--- config.mk ---
export PLATFORM = sky130hd
export DESIGN_NAME = ram_read_scheduler
export DESIGN_NICKNAME = d
export VERILOG_FILES = /design/src/rtl/ram_read_scheduler_pkg.sv /design/src/rtl/ram_read_scheduler_rr_arbiter.sv /design/src/rtl/ram_read_scheduler.sv
export SDC_FILE = /design/constraint.sdc
export NUM_CORES = 1
export LEC_CHECK = 0
export CAP_MARGIN = 20
export CORE_ASPECT_RATIO = 0.9
export CORE_MARGIN = 2
export CORE_UTILIZATION = 57
export DETAILED_ROUTE_END_ITERATION = 10
export GPL_TIMING_DRIVEN = 0
export HOLD_SLACK_MARGIN = 0.05
export PLACE_DENSITY = 0.86
export SLEW_MARGIN = 20
export SYNTH_ARGS = -nofsm -noshare
export SYNTH_HDL_FRONTEND = slang
export SYNTH_SLANG_ARGS = --single-unit
export TNS_END_PERCENT = 20
--- constraint.sdc ---
create_clock -name clk -period 15.42 [get_ports clk]
set_input_delay 1.542 -clock clk [delete_from_list [all_inputs] [get_ports clk]]
set_output_delay 1.542 -clock clk [all_outputs]
set_load 0.05 [all_outputs]
--- src/rtl/ram_read_scheduler_pkg.sv ---
// Shared definitions for the read scheduler slice.
//   readram_req_t : one pending read (address + instruction tag)
//   *_DEFAULT     : default RAM address/data/tag widths
//   rr_next       : round-robin search from a pointer over a valid vector
package ooo_pkg;

  localparam int unsigned AW_DEFAULT   = 16;
  localparam int unsigned DW_DEFAULT   = 16;
  localparam int unsigned TAGW_DEFAULT = 8;
  localparam int unsigned MAX_REQ      = 8;

  typedef struct packed {
    logic [AW_DEFAULT-1:0]   addr;
    logic [TAGW_DEFAULT-1:0] tag;
  } readram_req_t;

  // Returns {found, index}: first set bit of valid_vector at or above pointer,
  // wrapping modulo num_req.
  function automatic logic [3:0] rr_next(input logic [2:0]         pointer,
                                         input logic [MAX_REQ-1:0] valid_vector,
                                         input int unsigned        num_req);
    logic [3:0]  result;
    int unsigned idx;
    result = '0;
    for (int unsigned k = 0; k < MAX_REQ; k++) begin
      idx = (32'(pointer) + k) % num_req;
      if (k < num_req && !result[3] && valid_vector[idx[2:0]]) begin
        result = {1'b1, idx[2:0]};
      end
    end
    return result;
  endfunction

endpackage

--- src/rtl/ram_read_scheduler_rr_arbiter.sv ---
// Round-robin arbiter with a pointer register.
//   clk, rst : clock, synchronous active-high reset
//   valid    : per-requester request
//   enable   : grant permitted this cycle
//   grant    : one-hot grant (zero when nothing granted)
//   winner   : index of the round-robin winner
//   granted  : a grant is issued this cycle
module rr_arbiter
  import ooo_pkg::*;
#(
  parameter int unsigned NUM_REQ = 4
) (
  input  logic               clk,
  input  logic               rst,
  input  logic [NUM_REQ-1:0] valid,
  input  logic               enable,
  output logic [NUM_REQ-1:0] grant,
  output logic [2:0]         winner,
  output logic               granted
);

  logic [2:0] pointer;
  logic [3:0] pick;

  always_comb begin
    pick    = rr_next(pointer, 8'(valid), NUM_REQ);
    granted = pick[3] & enable;
    winner  = pick[2:0];
    grant   = '0;
    for (int unsigned i = 0; i < NUM_REQ; i++) begin
      grant[i] = granted && (winner == 3'(i));
    end
  end

  always_ff @(posedge clk) begin
    if (rst) begin
      pointer <= '0;
    end else if (granted) begin
      pointer <= (winner == 3'(NUM_REQ - 1)) ? '0 : winner + 3'd1;
    end
  end

endmodule

--- src/rtl/ram_read_scheduler.sv ---
// Read scheduler for a dual-read/single-write block RAM.
// Tagged read requests are arbitrated round-robin into an in-order pending
// queue, issued up to two per cycle (port 1 = head, port 2 = head+1) and
// returned one cycle after issue with their tags. One write stream is
// registered onto the RAM write port; queued reads matching the address on
// the write port are held back.
//   clk, rst            : clock, synchronous active-high reset
//   req_valid/ready     : per-requester handshake, req_addr/req_tag flattened
//   wr_valid/ready      : write handshake with wr_addr/wr_data
//   flush               : drop queued and in-flight reads
//   ram_read_address*   : RAM read ports, ram_read_value* combinational data
//   ram_write_*         : RAM write port
//   resp_valid/tag/data : two response slots
//   busy                : queue, issue or response stage occupied
module ram_read_scheduler
  import ooo_pkg::*;
#(
  parameter int unsigned NUM_REQ = 4,
  parameter int unsigned QDEPTH  = 8,
  parameter int unsigned AW      = AW_DEFAULT,
  parameter int unsigned DW      = DW_DEFAULT,
  parameter int unsigned TAGW    = TAGW_DEFAULT
) (
  input  logic                    clk,
  input  logic                    rst,
  input  logic [NUM_REQ-1:0]      req_valid,
  output logic [NUM_REQ-1:0]      req_ready,
  input  logic [NUM_REQ*AW-1:0]   req_addr,
  input  logic [NUM_REQ*TAGW-1:0] req_tag,
  input  logic                    wr_valid,
  output logic                    wr_ready,
  input  logic [AW-1:0]           wr_addr,
  input  logic [DW-1:0]           wr_data,
  input  logic                    flush,
  output logic [AW-1:0]           ram_read_address,
  input  logic [DW-1:0]           ram_read_value,
  output logic [AW-1:0]           ram_read_address2,
  input  logic [DW-1:0]           ram_read_value2,
  output logic                    ram_write_enabled,
  output logic [AW-1:0]           ram_write_address,
  output logic [DW-1:0]           ram_write_value,
  output logic [1:0]              resp_valid,
  output logic [2*TAGW-1:0]       resp_tag,
  output logic [2*DW-1:0]         resp_data,
  output logic                    busy
);

  localparam int unsigned PW = $clog2(QDEPTH);
  localparam int unsigned CW = PW + 1;

  // Queue entries use the package struct, so AW/TAGW must stay at the
  // package defaults.
  readram_req_t queue [QDEPTH];
  readram_req_t entry;

  logic [PW-1:0] head, tail, head1;
  logic [CW-1:0] count, count_after_deq;
  logic          issue0, issue1, space, arb_enable, granted;
  logic [2:0]    winner;
  logic [1:0]    issue_valid;
  logic [TAGW-1:0] issue_tag0, issue_tag1;

  rr_arbiter #(.NUM_REQ(NUM_REQ)) u_arb (
    .clk     (clk),
    .rst     (rst),
    .valid   (req_valid),
    .enable  (arb_enable),
    .grant   (req_ready),
    .winner  (winner),
    .granted (granted)
  );

  always_comb begin
    head1  = head + PW'(1);
    issue0 = (count != '0) &&
             !(ram_write_enabled && queue[head].addr == ram_write_address);
    // Port 2 only follows a port-1 issue, keeping issue strictly in order.
    issue1 = issue0 && (count >= CW'(2)) &&
             !(ram_write_enabled && queue[head1].addr == ram_write_address);
    count_after_deq = count - CW'(issue0) - CW'(issue1);
    space      = count_after_deq < CW'(QDEPTH);
    arb_enable = !rst && !flush && space;
    entry.addr = req_addr[32'(winner) * AW +: AW];
    entry.tag  = req_tag[32'(winner) * TAGW +: TAGW];
  end

  always_ff @(posedge clk) begin
    if (granted) begin
      queue[tail] <= entry;
    end
  end

  always_ff @(posedge clk) begin
    if (rst) begin
      head              <= '0;
      tail              <= '0;
      count             <= '0;
      issue_valid       <= '0;
      issue_tag0        <= '0;
      issue_tag1        <= '0;
      ram_read_address  <= '0;
      ram_read_address2 <= '0;
      ram_write_enabled <= 1'b0;
      ram_write_address <= '0;
      ram_write_value   <= '0;
      resp_valid        <= '0;
      resp_tag          <= '0;
      resp_data         <= '0;
    end else begin
      ram_write_enabled <= wr_valid;
      if (wr_valid) begin
        ram_write_address <= wr_addr;
        ram_write_value   <= wr_data;
      end

      if (issue_valid[0]) begin
        resp_tag[TAGW-1:0] <= issue_tag0;
        resp_data[DW-1:0]  <= ram_read_value;
      end
      if (issue_valid[1]) begin
        resp_tag[2*TAGW-1:TAGW] <= issue_tag1;
        resp_data[2*DW-1:DW]    <= ram_read_value2;
      end

      if (flush) begin
        head        <= '0;
        tail        <= '0;
        count       <= '0;
        issue_valid <= '0;
        resp_valid  <= '0;
      end else begin
        resp_valid  <= issue_valid;
        issue_valid <= {issue1, issue0};
        if (issue0) begin
          ram_read_address <= queue[head].addr;
          issue_tag0       <= queue[head].tag;
        end
        if (issue1) begin
          ram_read_address2 <= queue[head1].addr;
          issue_tag1        <= queue[head1].tag;
        end
        head  <= head + PW'(issue0) + PW'(issue1);
        tail  <= tail + PW'(granted);
        count <= count_after_deq + CW'(granted);
      end
    end
  end

  assign wr_ready = !rst;
  assign busy     = (count != '0) | (|issue_valid) | (|resp_valid);

endmodule

==> results.py, run 1 <==
metrics = {
    "floorplan": {
        "rows": 57,
        "ios": 289,
        "floorplan.die_area_sq_um": 28300,
        "initial_core_util": 0.575,
        "fp.dieW_um": 177,
        "die_y_um": 160,
        "core_area_sq_um": 26700,
    },
    "detailed_routing": {
        "route.detailed.drc": 0,
        "postRouteAntennaNets": 0,
        "vias_per_cell": 6.20,
        "routed_wl_um": 46600,
        "dr.first_iter.drc_count": 1265,
        "first_pass_iters": 5,
        "via_count": 11700,
        "routedWlPerCell_um": 24.6,
    },
    "synth": {
        "synthAdderAreaFrac": 0.0111,
        "synth_cell_types": 61,
        "avgSynthCellArea_sq_um": 13.2,
        "synth_top_family_by_area": "multiplexers",
        "syn_nets": 1345,
        "synth_edf_count": 192,
        "synthSimpleGateAreaFrac": 0.0981,
        "ys.flop_type": "edfxtp_1",
        "yosysWarnings": 0,
        "synthMuxAreaShare": 0.223,
        "ys_seq_elements": 337,
        "synthXorXnorAreaFrac": 0.0233,
        "async_flop_share": 0,
        "synth_area_sq_um": 15400,
        "yosysSeqAreaShare": 0.563,
        "synthCells": 1164,
        "synth-compound-area-share": 0.0522,
    },
    "setup_path": {
        "max_stage_delay_ps": 820,
        "start_kind": "flop",
        "cpMaxStageDelayCell": "clkdlybuf4s50_1",
        "path_cells": "ha_1 > buf_1 > clkbuf_1 > mux4_2 > mux2i_1 > xor2_1 > nand4_1 > o31ai_2 > nor2b_1 > ha_1 > nor3_1 > a31oi_4 > nand2_4 > nor2_1 > clkdlybuf4s50_1",
        "end_kind": "output pin",
        "path_class": "reg -> out",
        "cp_common_cell": "ha_1",
        "worst-r2r-cell-count": 16,
        "worstPathRequired_ps": 13880,
        "crit_path_max_fanout": 10,
        "crit_family": "buffers and inverters",
        "cp_num_buf_inv": 3,
        "crit_cells": 15,
        "worstPathArrival_ps": 6550,
    },
    "cells_and_area": {
        "drive_above_1_share": 0.138,
        "post-route-util": 0.753,
        "mostFrequentLayoutCell": "clkdlybuf4s50_1",
        "area_delta_synth_final_pct": 30.9,
        "layout_common_cells": "286 x clkdlybuf4s50_1, 192 x edfxtp_1, 145 x dfxtp_1",
        "fin_nets": 1693,
    },
    "place": {
        "gp_congestion": 0.875,
        "pre_cts_ws_ps": 8050,
        "io_buffers": 286,
        "dp_hpwl_um": 34500,
    },
    "timing": {
        "hold_ws_ps": 490,
        "clock_skew_ps": 26.0,
        "setup_tns_ps": 0,
        "max_freq_mhz": 124,
        "final_hold_viol_count": 0,
        "fin_crit_ps": 8100,
        "relSlewSlack": 0.220,
        "fin_crit_sh": 0.525,
        "setup_violations": 0,
        "final.setup.worst_slack_ps": 7320,
        "maxSlewViolCount": 0,
        "grt_setup_unrepaired": "false",
        "worst_pin_slew_ps": 1160,
    },
    "global_route": {
        "overflow": 0,
        "grt_pass1_vias": 11600,
        "grt_pass1_wl_um": 68700,
        "grt_usage": 0.324,
        "grt_max_degree": 15,
        "antenna_found_initial": 1,
    },
    "clocking": {
        "cts_root_buf": "clkbuf_16",
        "cts_tree": "done",
        "cts_buffer_depth": 3,
        "cts_hold_buf": 0,
        "worstSkewPairLatency_ps": 520,
        "cts_resized": 0,
        "h-tree-depth": 2,
        "clk_pin_slew_worst_paths_ps": 60,
        "cts_setup_buffers": 0,
        "cts_sinks": 337,
        "cts_buffers": 35,
    },
    "power": {
        "max-vdd-ir-drop_uv": 88.6,
        "p_leak_nw": 6.96,
        "p_total_mw": 3.15,
        "p_per_area_nw_per_um2": 156,
    },
    "worst_hold_path": {
        "min_path_type": "reg -> reg",
        "holdPathStages": 2,
    },
    "flow_run": {
        "cap_violations": 0,
    },
    "run_status": {
        "status": "finished clean",
    },
}
-- logic make-up (layout without fill, tap and decap cells) --
group                    after synthesis  in the layout
AO/OA/AOI/OAI                        105            105
buffers and inverters                 95            467
adder cells (fa/ha/maj)               13             13
multiplexers                         241            241
flip-flops                           337            337
other                                  0              1
XOR/XNOR                              41             41
AND/OR/NAND/NOR                      332            332
-- cell type report --
cell class,instances,area [sq um]
Inverter,15,57.6
Multi-Input combinational cell,732,6330
Sequential cell,337,8670
Tap cell,354,443
Antenna cell,1,2.50
Buffer,80,380
Clock buffer,44,971
Clock inverter,17,210
Fill cell,1597,6600
Timing Repair Buffer,311,3080
-- through the flow --
stage	cell area, sq um	std cells
detailed placement	19000	1829
floorplan	15400	1164
CTS	20100	1890
global placement	18700	1804
finish	20100	1891
global route	20100	1891
-- synthesized netlist by cell type (3+ instances only) --
| master | n | area share |
|---|---|---|
| a211oi_1 | 37 | 0.018 |
| a211oi_2 | 5 | 0.0041 |
| a21oi_1 | 7 | 0.0023 |
| a221oi_1 | 5 | 0.0028 |
| a31oi_1 | 24 | 0.0098 |
| and2_1 | 8 | 0.0033 |
| and3_1 | 27 | 0.011 |
| buf_1 | 14 | 0.0034 |
| buf_2 | 13 | 0.0042 |
| buf_4 | 6 | 0.0029 |
| buf_6 | 4 | 0.0029 |
| clkbuf_1 | 42 | 0.010 |
| dfxtp_1 | 145 | 0.19 |
| edfxtp_1 | 192 | 0.37 |
| ha_1 | 12 | 0.0098 |
| inv_1 | 13 | 0.0032 |
| mux2_2 | 18 | 0.013 |
| mux2i_1 | 144 | 0.094 |
| mux4_1 | 6 | 0.010 |
| mux4_2 | 69 | 0.10 |
| nand2_1 | 108 | 0.026 |
| nand2b_1 | 4 | 0.0016 |
| nand3_1 | 6 | 0.0020 |
| nand4_1 | 3 | 0.0012 |
| nor2_1 | 137 | 0.033 |
| nor2b_1 | 9 | 0.0037 |
| nor3_1 | 9 | 0.0029 |
| nor4_1 | 8 | 0.0033 |
| nor4b_2 | 3 | 0.0029 |
| o22ai_1 | 10 | 0.0041 |
| xnor2_1 | 25 | 0.014 |
| xor2_1 | 16 | 0.0091 |
-- tightest hold or removal path, cell delays in order, from the launching register on --
cell and delay, ps:
dfxtp_1 320, mux2i_1 60, nor2_1 70
-- path summary, 6_finish.rpt --
| path | from | to | slack [ps] |
|---|---|---|---|
| worst min-delay path | resp_data[16] | resp_data[16] | 490 |
| worst max-delay path | head[0] | req_ready[3] | 7320 |
| worst min register to register | resp_data[16] | resp_data[16] | 490 |
| worst max register to register | head[0] | queue[7][11] | 8780 |
-- power breakdown --
group	total, mW	internal, mW	switching (mW)	leakage [nW]
combinational	1.12	0.422	0.697	3.47
sequential	1.16	1.09	0.0642	2.91
clock	0.872	0.529	0.343	0.578
-- state kept, by name, indices dropped and copies added (netlist names), 3 cells and up --
signal,cells
tail,3
head,3
ram_write_address,16
resp_tag,16
issue_tag1,8
ram_read_address2,16
ram_read_address,16
ram_write_value,16
count,4
queue,192
resp_data,32
issue_tag0,8
-- routing by layer --
layer / vias up / share of wire / global-route usage
li1: 5053 / - / -
met1: 5770 / 0.37 / 0.411
met2: 772 / 0.48 / 0.539
met3: 125 / 0.11 / 0.0793
met4: 0 / 0.036 / 0.118
met5: - / 0 / 0
(Power assumes the default switching activity.)
==> inputs of run 2 (changes only) <==
--- a/config.mk
+++ b/config.mk
@@ -8,11 +8,11 @@
 export CAP_MARGIN = 20
 export CORE_ASPECT_RATIO = 0.9
 export CORE_MARGIN = 2
-export CORE_UTILIZATION = 57
+export CORE_UTILIZATION = 53
 export DETAILED_ROUTE_END_ITERATION = 10
 export GPL_TIMING_DRIVEN = 0
 export HOLD_SLACK_MARGIN = 0.05
-export PLACE_DENSITY = 0.86
+export PLACE_DENSITY = 0.81
 export SLEW_MARGIN = 20
 export SYNTH_ARGS = -nofsm -noshare
 export SYNTH_HDL_FRONTEND = slang
==> constraint.sdc (replaced) <==
create_clock -name clk -period 7.8 [get_ports clk]
set_input_delay 0.78 -clock clk [delete_from_list [all_inputs] [get_ports clk]]
set_output_delay 0.78 -clock clk [all_outputs]
set_load 0.05 [all_outputs]
==> results.py, run 2 (same netlist as run 1, synthesis figures left out) <==
metrics = {
    "timing": {
        "final.setup.worst_slack_ps": 475,
        "clock_skew_ps": 16.8,
        "final_hold_viol_count": 0,
        "fin_crit_sh": 0.939,
        "maxSlewViolCount": 0,
        "worst_pin_slew_ps": 1060,
        "fin_crit_ps": 7320,
        "grt_setup_unrepaired": "false",
        "max_freq_mhz": 137,
        "setup_tns_ps": 0,
        "relSlewSlack": 0.290,
        "setup_violations": 0,
        "hold_ws_ps": 491,
    },
    "cells_and_area": {
        "mostFrequentLayoutCell": "clkdlybuf4s50_1",
        "area_delta_synth_final_pct": 31.3,
        "reg_top3": "queue x192, resp_data x32",
        "fin_nets": 1697,
        "layout_common_cells": "286 x clkdlybuf4s50_1, 192 x edfxtp_1, 145 x dfxtp_1",
        "top_register": "queue",
        "drive_above_1_share": 0.140,
        "largest_register_ffs": 192,
        "fill_cells": 1931,
        "stdcell_area_sq_um": 20200,
        "seqCellArea_sq_um": 8670,
        "multi_input_area_sq_um": 6330,
    },
    "power": {
        "p_per_area_nw_per_um2": 306,
        "p_leak_nw": 6.98,
        "max-vdd-ir-drop_uv": 168,
    },
    "run_status": {
        "status": "finished clean",
    },
    "floorplan": {
        "core_area_sq_um": 28700,
        "initial_core_util": 0.536,
        "ios": 289,
        "fp.dieW_um": 184,
        "rows": 59,
        "floorplan.die_area_sq_um": 30400,
        "die_y_um": 166,
    },
    "detailed_routing": {
        "routed_wl_um": 45800,
        "vias_per_cell": 5.96,
        "via_count": 11400,
        "postRouteAntennaNets": 0,
        "routedWlPerCell_um": 24.0,
        "route.detailed.drc": 0,
        "first_pass_iters": 5,
        "dr.first_iter.drc_count": 1101,
    },
    "clocking": {
        "cts_tree": "done",
        "cts_buffer_depth": 3,
        "cts_setup_buffers": 0,
        "worstSkewPairLatency_ps": 520,
        "h-tree-depth": 2,
        "cts_buffers": 36,
        "cts_root_buf": "clkbuf_16",
        "cts_sinks": 337,
        "clk_pin_slew_worst_paths_ps": 70,
        "cts_resized": 0,
        "cts_hold_buf": 0,
    },
    "global_route": {
        "antenna_found_initial": 1,
        "grt_pass1_wl_um": 68000,
        "top_usage_layer": "met2",
        "grt_max_degree": 15,
        "grt_usage": 0.298,
        "use_met1": 0.386,
        "use_met2": 0.494,
        "grt_pass1_vias": 11500,
        "overflow": 0,
        "met3_usage": 0.0796,
    },
    "place": {
        "io_buffers": 286,
        "placed_area_sq_um": 19000,
        "dp_hpwl_um": 34400,
        "gp_congestion": 0.857,
        "pre_cts_ws_ps": 1090,
    },
    "worst_hold_path": {
        "hp-start": "resp_data[19]",
        "min_path_type": "reg -> reg",
    },
    "setup_path": {
        "worstPathRequired_ps": 7020,
        "crit_start": "head[0]",
        "start_kind": "flop",
        "r2r_setup_slack_ps": 1160,
        "crit_path_max_fanout": 10,
        "worstPathArrival_ps": 6540,
        "r2r_start": "head[0]",
        "path_class": "reg -> out",
        "end_kind": "output pin",
    },
    "flow_run": {
        "cap_violations": 0,
    },
}
## run 2: per-layer routing
layer / part of all wire / wire [um] / up-vias
li1: - / - / 5065
met1: 0.38 / 17600 / 5513
met5: 0 / 0 / -
met3: 0.11 / 5190 / 86
met4: 0.024 / 1100 / 0
met2: 0.48 / 21900 / 719
## run 2: critical path, stage by stage, from the launching register on
cell	delay [ps]
dfxtp_1	390
ha_1	350
buf_1	750
clkbuf_1	600
mux4_2	580
mux2i_1	560
xor2_1	200
nand4_1	130
o31ai_2	360
nor2b_1	210
ha_1	260
nor3_1	110
a31oi_4	310
nand2_4	210
nor2_1	160
clkdlybuf4s50_1	820
## run 2: final cells by class
cell class	instances	area share
tap	366	0.0227
inverter	15	0.00285
clock inverter	11	0.00681
timing repair buffer	314	0.154
multi-input combinational	732	0.313
sequential	337	0.429
buffer	80	0.0188
clock buffer	54	0.0520
antenna	1	0.000124
## run 2: metrics by stage
step | utilization | total power [mW] | std cells
floorplan | - | 3.74 | 1164
global placement | 0.651 | 4.43 | 1816
detailed placement | 0.662 | 4.48 | 1844
CTS | 0.704 | 6.18 | 1909
global route | 0.704 | 6.42 | 1910
finish | 0.704 | 6.18 | 1910
## run 2: path summary, 6_finish.rpt
kind                                 endpoint  cells past startpoint
worst max-delay path             req_ready[3]                     15
worst min-delay path            resp_data[19]                      2
worst max register to register   queue[7][11]                     17
worst min register to register  resp_data[19]                      2
## run 2: where the power goes
part | total, mW | switching, mW | internal [mW]
Combinational | 2.19 | 1.36 | 0.834
Clock | 1.71 | 0.677 | 1.03
Sequential | 2.28 | 0.126 | 2.16
==> inputs of run 3 (changes only) <==
--- a/config.mk
+++ b/config.mk
@@ -9,6 +9,7 @@
 export CORE_ASPECT_RATIO = 0.9
 export CORE_MARGIN = 2
 export CORE_UTILIZATION = 53
+export CTS_CLUSTER_DIAMETER = 30
 export DETAILED_ROUTE_END_ITERATION = 10
 export GPL_TIMING_DRIVEN = 0
 export HOLD_SLACK_MARGIN = 0.05
==> results.py, run 3 (same netlist as run 1, synthesis figures left out) <==
metrics = {
    "flow_run": {
        "cap_violations": 0,
    },
    "clocking": {
        "clk_pin_slew_worst_paths_ps": 50,
        "worstSkewPairLatency_ps": 560,
        "cts_tree": "done",
        "cts_resized": 0,
        "cts_setup_buffers": 0,
        "cts_sinks": 337,
        "cts_root_buf": "clkbuf_16",
        "h-tree-depth": 3,
        "cts_hold_buf": 0,
        "cts_buffer_depth": 3,
        "cts_buffers": 69,
    },
    "cells_and_area": {
        "fill_cells": 1778,
        "reg_top3": "queue x192, resp_data x32",
        "stdcell_area_sq_um": 21400,
        "drive_above_1_share": 0.173,
        "n_antenna_cell": 0,
        "largest_register_ffs": 192,
        "stdcell_count": 1970,
        "area_delta_synth_final_pct": 38.8,
        "layout_common_cells": "286 x clkdlybuf4s50_1, 192 x edfxtp_1, 145 x dfxtp_1",
        "fin_nets": 1731,
        "mostFrequentLayoutCell": "clkdlybuf4s50_1",
        "post-route-util": 0.744,
        "top_register": "queue",
    },
    "setup_path": {
        "path_class": "reg -> out",
        "end_kind": "output pin",
        "start_kind": "flop",
        "worstPathRequired_ps": 7020,
        "worstPathArrival_ps": 6610,
        "crit_path_max_fanout": 10,
    },
    "detailed_routing": {
        "route.detailed.drc": 0,
        "postRouteAntennaNets": 0,
        "routed_wl_um": 47100,
        "via_count": 11700,
        "routedWlPerCell_um": 23.9,
        "vias_per_cell": 5.95,
        "dr.first_iter.drc_count": 992,
        "first_pass_iters": 5,
    },
    "global_route": {
        "overflow": 0,
        "grt_pass1_vias": 11900,
        "grt_pass1_wl_um": 69600,
        "grt_max_degree": 13,
        "grt_usage": 0.306,
        "antenna_found_initial": 0,
    },
    "place": {
        "dpl.cell_count": 1844,
        "io_buffers": 286,
        "placed_area_sq_um": 19000,
        "gp_congestion": 0.857,
        "dp_hpwl_um": 34400,
    },
    "timing": {
        "fin_crit_sh": 0.948,
        "relSlewSlack": 0.242,
        "final_hold_viol_count": 0,
        "grt_setup_unrepaired": "false",
        "fin_crit_ps": 7390,
        "maxSlewViolCount": 0,
        "hold_ws_ps": 492,
        "worst_pin_slew_ps": 1140,
        "clock_skew_ps": 24.5,
        "setup_violations": 0,
        "max_freq_mhz": 135,
        "setup_tns_ps": 0,
    },
    "power": {
        "p_leak_nw": 7.54,
        "p_per_area_nw_per_um2": 347,
        "max-vdd-ir-drop_uv": 190,
    },
    "worst_hold_path": {
        "min_path_type": "reg -> reg",
    },
    "floorplan": {
        "floorplan.die_area_sq_um": 30400,
        "die_y_um": 166,
        "initial_core_util": 0.536,
        "core_area_sq_um": 28700,
        "fp.dieW_um": 184,
        "rows": 59,
        "ios": 289,
    },
    "run_status": {
        "status": "finished clean",
    },
}
==> run 3: through the flow <==
step	setup WS, ps	power, mW
2_1_floorplan	1270	3.74
3_3_place_gp	-2150	4.43
3_5_place_dp	1090	4.48
4_1_cts	433	7.40
5_1_grt	90.6	7.66
6_report	405	7.41
==> run 3: layer usage <==
layer	track usage	wire, um	up-vias
met5	0	0	-
met4	0.105	1330	0
met3	0.0858	5190	115
met2	0.510	22700	759
met1	0.386	17800	5691
li1	-	-	5162
==> run 3: final cells by class <==
class                      instances  area, sq um  area share
multi-input combinational        732         6330       0.297
clock buffer                      80         1810      0.0847
tap                              366          458      0.0214
inverter                          15         57.6     0.00270
timing repair buffer             315         3130       0.147
sequential                       337         8670       0.406
clock inverter                    45          512      0.0240
buffer                            80          380      0.0178
==> run 3: worst paths after layout <==
check	cells past startpoint	to	from	slack, ps
setup / recovery	15	req_ready[3]	head[0]	410
hold / removal	2	ram_write_value[4]	ram_write_value[4]	490
setup reg to reg	17	queue[7][18]	head[0]	1110
hold reg to reg	2	ram_write_value[4]	ram_write_value[4]	490
==> run 3: where the power goes <==
part | total (mW) | switching [mW] | internal [mW]
sequential | 2.29 | 0.125 | 2.16
clock | 2.91 | 0.985 | 1.92
combinational | 2.21 | 1.37 | 0.839
total | 7.41 | 2.48 | 4.92
==> run 3: critical path: stages, from the launching register on <==
cell,delay (ps)
dfxtp_1,390
ha_1,360
buf_1,750
clkbuf_1,620
mux4_2,580
mux2i_1,530
xor2_1,220
nand4_1,140
o31ai_2,360
nor2b_1,210
ha_1,260
nor3_1,110
a31oi_4,300
nand2_4,210
nor2_1,160
clkdlybuf4s50_1,820
